### src/rtl/hazard_scoreboard.sv
// Hazard scoreboard: carries D->X->W instruction registers, emits X-stage forward selects,
// load-use stall, D flush, and saturating stall/flush perf counters. Comb outputs, 1-cycle stage advance.
// Backpressure: i_mem_stall freezes all stage registers and counter increments.
module hazard_scoreboard #(
    parameter int          CNT_WIDTH = 32,
    parameter logic [31:0] NOP_INSTR = 32'h0000_0013
) (
    input  logic                 i_clk,
    input  logic                 i_rst,
    input  logic [31:0]          i_d_instruction,
    input  logic                 i_d_valid,
    input  logic                 i_redirect,
    input  logic                 i_mem_stall,
    input  logic                 i_cnt_clr,
    output logic [31:0]          o_x_instruction,
    output logic [31:0]          o_wf_instruction,
    output logic                 o_fwd_a_sel,
    output logic                 o_fwd_b_sel,
    output logic                 o_stall_fd,
    output logic                 o_nop_sel,
    output logic [CNT_WIDTH-1:0] o_stall_cnt,
    output logic [CNT_WIDTH-1:0] o_flush_cnt
);

    localparam logic [4:0] OPC_LOAD   = 5'b00000;
    localparam logic [4:0] OPC_STORE  = 5'b01000;
    localparam logic [4:0] OPC_BRANCH = 5'b11000;
    localparam logic [4:0] OPC_OP     = 5'b01100;
    localparam logic [4:0] OPC_LUI    = 5'b01101;
    localparam logic [4:0] OPC_AUIPC  = 5'b00101;
    localparam logic [4:0] OPC_JAL    = 5'b11011;

    function automatic logic f_writes_rd(input logic [4:0] opc, input logic [4:0] rd,
                                         input logic vld);
        return vld && (opc != OPC_BRANCH) && (opc != OPC_STORE) && (rd != 5'd0);
    endfunction

    function automatic logic f_uses_rs1(input logic [4:0] opc);
        return (opc != OPC_LUI) && (opc != OPC_AUIPC) && (opc != OPC_JAL);
    endfunction

    function automatic logic f_uses_rs2(input logic [4:0] opc);
        return (opc == OPC_OP) || (opc == OPC_BRANCH) || (opc == OPC_STORE);
    endfunction

    logic [31:0]          r_x_instr;
    logic                 r_x_vld;
    logic [31:0]          r_w_instr;
    logic                 r_w_vld;
    logic [CNT_WIDTH-1:0] r_stall_cnt;
    logic [CNT_WIDTH-1:0] r_flush_cnt;

    logic [4:0] w_d_opc, w_d_rs1, w_d_rs2;
    logic [4:0] w_x_opc, w_x_rd, w_x_rs1, w_x_rs2;
    logic [4:0] w_w_opc, w_w_rd;
    logic       w_load_use;
    logic       w_w_writes;
    logic       w_x_bubble;
    logic       w_stall_inc;
    logic       w_flush_inc;

    assign w_d_opc = i_d_instruction[6:2];
    assign w_d_rs1 = i_d_instruction[19:15];
    assign w_d_rs2 = i_d_instruction[24:20];
    assign w_x_opc = r_x_instr[6:2];
    assign w_x_rd  = r_x_instr[11:7];
    assign w_x_rs1 = r_x_instr[19:15];
    assign w_x_rs2 = r_x_instr[24:20];
    assign w_w_opc = r_w_instr[6:2];
    assign w_w_rd  = r_w_instr[11:7];

    // A redirect squashes D, so a load-use against it would only waste a cycle.
    assign w_load_use = r_x_vld && (w_x_opc == OPC_LOAD) && (w_x_rd != 5'd0) &&
                        i_d_valid && !i_redirect &&
                        ((f_uses_rs1(w_d_opc) && (w_d_rs1 == w_x_rd)) ||
                         (f_uses_rs2(w_d_opc) && (w_d_rs2 == w_x_rd)));

    assign w_w_writes  = f_writes_rd(w_w_opc, w_w_rd, r_w_vld);
    assign o_fwd_a_sel = w_w_writes && f_uses_rs1(w_x_opc) && (w_w_rd == w_x_rs1);
    assign o_fwd_b_sel = w_w_writes && f_uses_rs2(w_x_opc) && (w_w_rd == w_x_rs2);
    assign o_stall_fd  = w_load_use || i_mem_stall;
    assign o_nop_sel   = i_redirect;

    assign w_x_bubble  = i_redirect || w_load_use || !i_d_valid;
    assign w_stall_inc = w_load_use && !i_mem_stall && !(&r_stall_cnt);
    assign w_flush_inc = i_redirect && !i_mem_stall && !(&r_flush_cnt);

    always_ff @(posedge i_clk) begin
        if (i_rst) begin
            r_x_instr   <= NOP_INSTR;
            r_x_vld     <= 1'b0;
            r_w_instr   <= NOP_INSTR;
            r_w_vld     <= 1'b0;
            r_stall_cnt <= '0;
            r_flush_cnt <= '0;
        end else begin
            if (!i_mem_stall) begin
                r_w_instr <= r_x_instr;
                r_w_vld   <= r_x_vld;
                r_x_instr <= w_x_bubble ? NOP_INSTR : i_d_instruction;
                r_x_vld   <= !w_x_bubble;
            end
            // Clear beats a same-cycle increment.
            if (i_cnt_clr) begin
                r_stall_cnt <= '0;
                r_flush_cnt <= '0;
            end else begin
                if (w_stall_inc) r_stall_cnt <= r_stall_cnt + 1'b1;
                if (w_flush_inc) r_flush_cnt <= r_flush_cnt + 1'b1;
            end
        end
    end

    assign o_x_instruction  = r_x_instr;
    assign o_wf_instruction = r_w_instr;
    assign o_stall_cnt      = r_stall_cnt;
    assign o_flush_cnt      = r_flush_cnt;

endmodule

### config.mk
export PLATFORM = sky130hd
export DESIGN_NAME = hazard_scoreboard
export DESIGN_NICKNAME = d
export VERILOG_FILES = /design/src/rtl/hazard_scoreboard.sv
export SDC_FILE = /design/constraint.sdc
export NUM_CORES = 1
export LEC_CHECK = 0
export CAP_MARGIN = 20
export CORE_UTILIZATION = 51
export CTS_CLUSTER_SIZE = 20
export DETAILED_ROUTE_END_ITERATION = 8
export PLACE_DENSITY = 0.85
export SLEW_MARGIN = 0
export SYNTH_ARGS = -nofsm -noshare
export SYNTH_HDL_FRONTEND = slang
export SYNTH_SLANG_ARGS = --single-unit
### constraint.sdc
create_clock -name i_clk -period 6.3 [get_ports i_clk]
set_input_delay 1.575 -clock i_clk [delete_from_list [all_inputs] [get_ports i_clk]]
set_output_delay 1.575 -clock i_clk [all_outputs]
set_load 0.02 [all_outputs]
==> metrics.txt <==
startpoint class of the critical path input pin; most frequent CP cell clkdlybuf4s50_1; min cycle time layout between 5000 and 6000 ps; first-pass GRT wire length between 20000 and 30000 um; status complete, no violations; H-tree Lvls 4; row cnt 38; Syn Nets approximately 680; final setup vio count 0; Yosys reg bits 130; Power Internal ~1.5 mW; routed len/inst 17.4 um; Setup Buffers After CTS 0; worst slack, placed around 1000 ps; Tot Pwr 1.89 mW; # DRC 0; setup TNS 0 ps; First-pass DRT Iterations 5; slowest cell on the critical path clkdlybuf4s50_1; Post-Syn Area approximately 5800 um^2; io pins 170; Die Ht between 100 and 150 um; syn avg cell area 9.12 um^2; pwr dens about 230 nW/um^2; Die X 109 um; Gate power share about 6.3%; Clock Skew slightly above 7 ps; sequential share of power about 45%; Worst Path Required approximately 4700 ps; routability-driven placement congestion ratio approximately 0.89; final wirelength between 15000 and 20000 um; CTS buffer count 17; largest net degree at the start of global routing 56; Primary FF master, synth dfxtp_1; post-synthesis sequential area ratio between 40% and 50%; die area around 12000 um^2; most common cell in the synthesized netlist dfxtp_1; GRT Resource Usage Total 28.6%; Yosys warnings 0; clock network fraction of total power 49.1%; max_cap viols 0; critical path arrival between 3000 and 4000 ps; fmax approximately 190 MHz; vias 5676; clk buf depth 2; crit-path leading delay family buffers and inverters; non-filler cells in the finished layout roughly 950; Setup crit end kind output pin; count of clock tree sinks 130; Initial Utilization between 50% and 60%; antenna violations before repair 0; gr ovfl total 0; Max VDD drop ~0.00025 V; cells after synthesis about 640; final worst setup slack between 1000 and 1500 ps; Max-slew headroom ~29%; Worst-Skew Late Latency approximately 420 ps; Synth area leader dfxtp_1; final hold violation count 0; fillers between 800 and 900; DP HPWL between 10000 and 15000 um; worst-path fanout max 4; period utilisation layout a little over four fifths; Worst-path clk slew roughly 50 ps; Post-synth EDFFs 0; nets@finish around 840; LEAKAGE about 2.7 nW; vias in the first global route approximately 5300; Post-synth top cells 130 x dfxtp_1, 69 x nor2_1, 36 x mux2i_1, 36 x nand2_1, 35 x a21oi_1; Sw Pwr about 0.43 mW; worst hold-check path type register to register; cts repair resizes 0; leading post-synthesis cells by cell area dfxtp_1 45%, mux2i_1 6.2%, xnor2_1 4.5%, nor2_1 4.5%, a22o_1 4.4%; ANT cells 0; share of cells above drive strength 1 under 10%; crit path cell chain clkdlybuf4s50_1 > and4b_1 > o21ai_0 > nand4_1 > o31a_1 > o21bai_1 > clkdlybuf4s50_1; RSZ-0062 raised after global routing no; hold slack between 400 and 500 ps; Inst Count DP roughly 920; post-synth top area share between 40% and 50%; Worst Path Buf+Inv 2; number of port buffers 169; hold_buf cts 0; ys async rst share 0%; switching part of the total power a little under a quarter; core box area about 11000 um^2; Worst-Margin Slew ~1100 ps; kind of critical path input pin to output pin; DR vias/cell around 6; antenna viol nets, final 0; initial DRC count 349; clock root buffer clkbuf_16; CTS tree done; Cell variety after synth 48; largest incremental delay on the critical path ~630 ps; area delta synth->final 40.0%; count of final max-slew check failures 0
## cells in the final DEF, fill, tap and decap left out, drive strengths merged, types with 25 or more instances in the layout
cell,netlist,layout
clkdlybuf4s50,0,168
dfxtp,130,130
nor2,69,69
nand2,36,36
mux2i,36,36
a21oi,35,35
xnor2,30,30
nand4,30,30
a22o,29,29
or4,28,28
nand3,25,25
## cell type report
type                       instances  area (um^2)  share of cell area (%)
multi-input combinational        461         3010                    36.9
sequential                       130         2600                    31.9
timing repair buffer             176         1770                    21.7
clock buffer                      23          478                    5.87
tap                              140          175                    2.15
clock inverter                     9         81.3                   0.998
inverter                           9         33.8                   0.415
## state kept, by name, indices dropped and copies added (netlist names)
register,flops
o_flush_cnt,32
o_stall_cnt,32
o_wf_instruction,32
o_x_instruction,32
r_w_vld,1
r_x_vld,1
## power groups by stage
stage          sequential, mW  clock, mW  combinational, mW
2_1_floorplan           0.867          0             0.0492
3_3_place_gp            0.859          0              0.113
3_5_place_dp            0.859          0              0.117
4_1_cts                 0.842      0.932              0.118
5_1_grt                 0.843      0.974              0.126
6_report                0.842      0.927              0.119
## kinds of logic (layout without fill, tap and decap cells)
logic type / Yosys count / count (layout) / synth area share, %
AND/OR/NAND/NOR: 263 / 263 / 24.6
flip-flops: 130 / 130 / 44.7
AO/OA/AOI/OAI: 117 / 117 / 13.9
buffers and inverters: 47 / 217 / 3.59
XOR/XNOR: 43 / 43 / 6.47
multiplexers: 36 / 36 / 6.19
adder cells (fa/ha/maj): 2 / 2 / 0.430
## worst paths after layout
path	cells past startpoint	slack, ps	to	start
min reg2reg	1	470	o_wf_instruction[0]	o_wf_instruction[0]
max	7	1020	o_stall_fd	i_d_instruction[4]
min	1	470	o_wf_instruction[0]	o_wf_instruction[0]
max reg2reg	7	3150	o_stall_cnt[7]	o_stall_cnt[3]
## routing by layer
layer	vias up	global-route usage, %	share of wire (%)
met5	-	0	0
met3	29	9.50	7.9
met1	2695	33.4	40
met2	261	48.2	50
li1	2691	-	-
met4	0	11.4	2.0
## stage by stage
stage / area, um^2 / util, %
after global routing: 8150 / 74.2
after detailed placement: 7570 / 68.9
final: 8150 / 74.2
after floorplan: 5820 / -
after global placement: 7540 / 68.7
after CTS: 8130 / 74.0
Note: power is estimated with default switching activity, not from simulation.
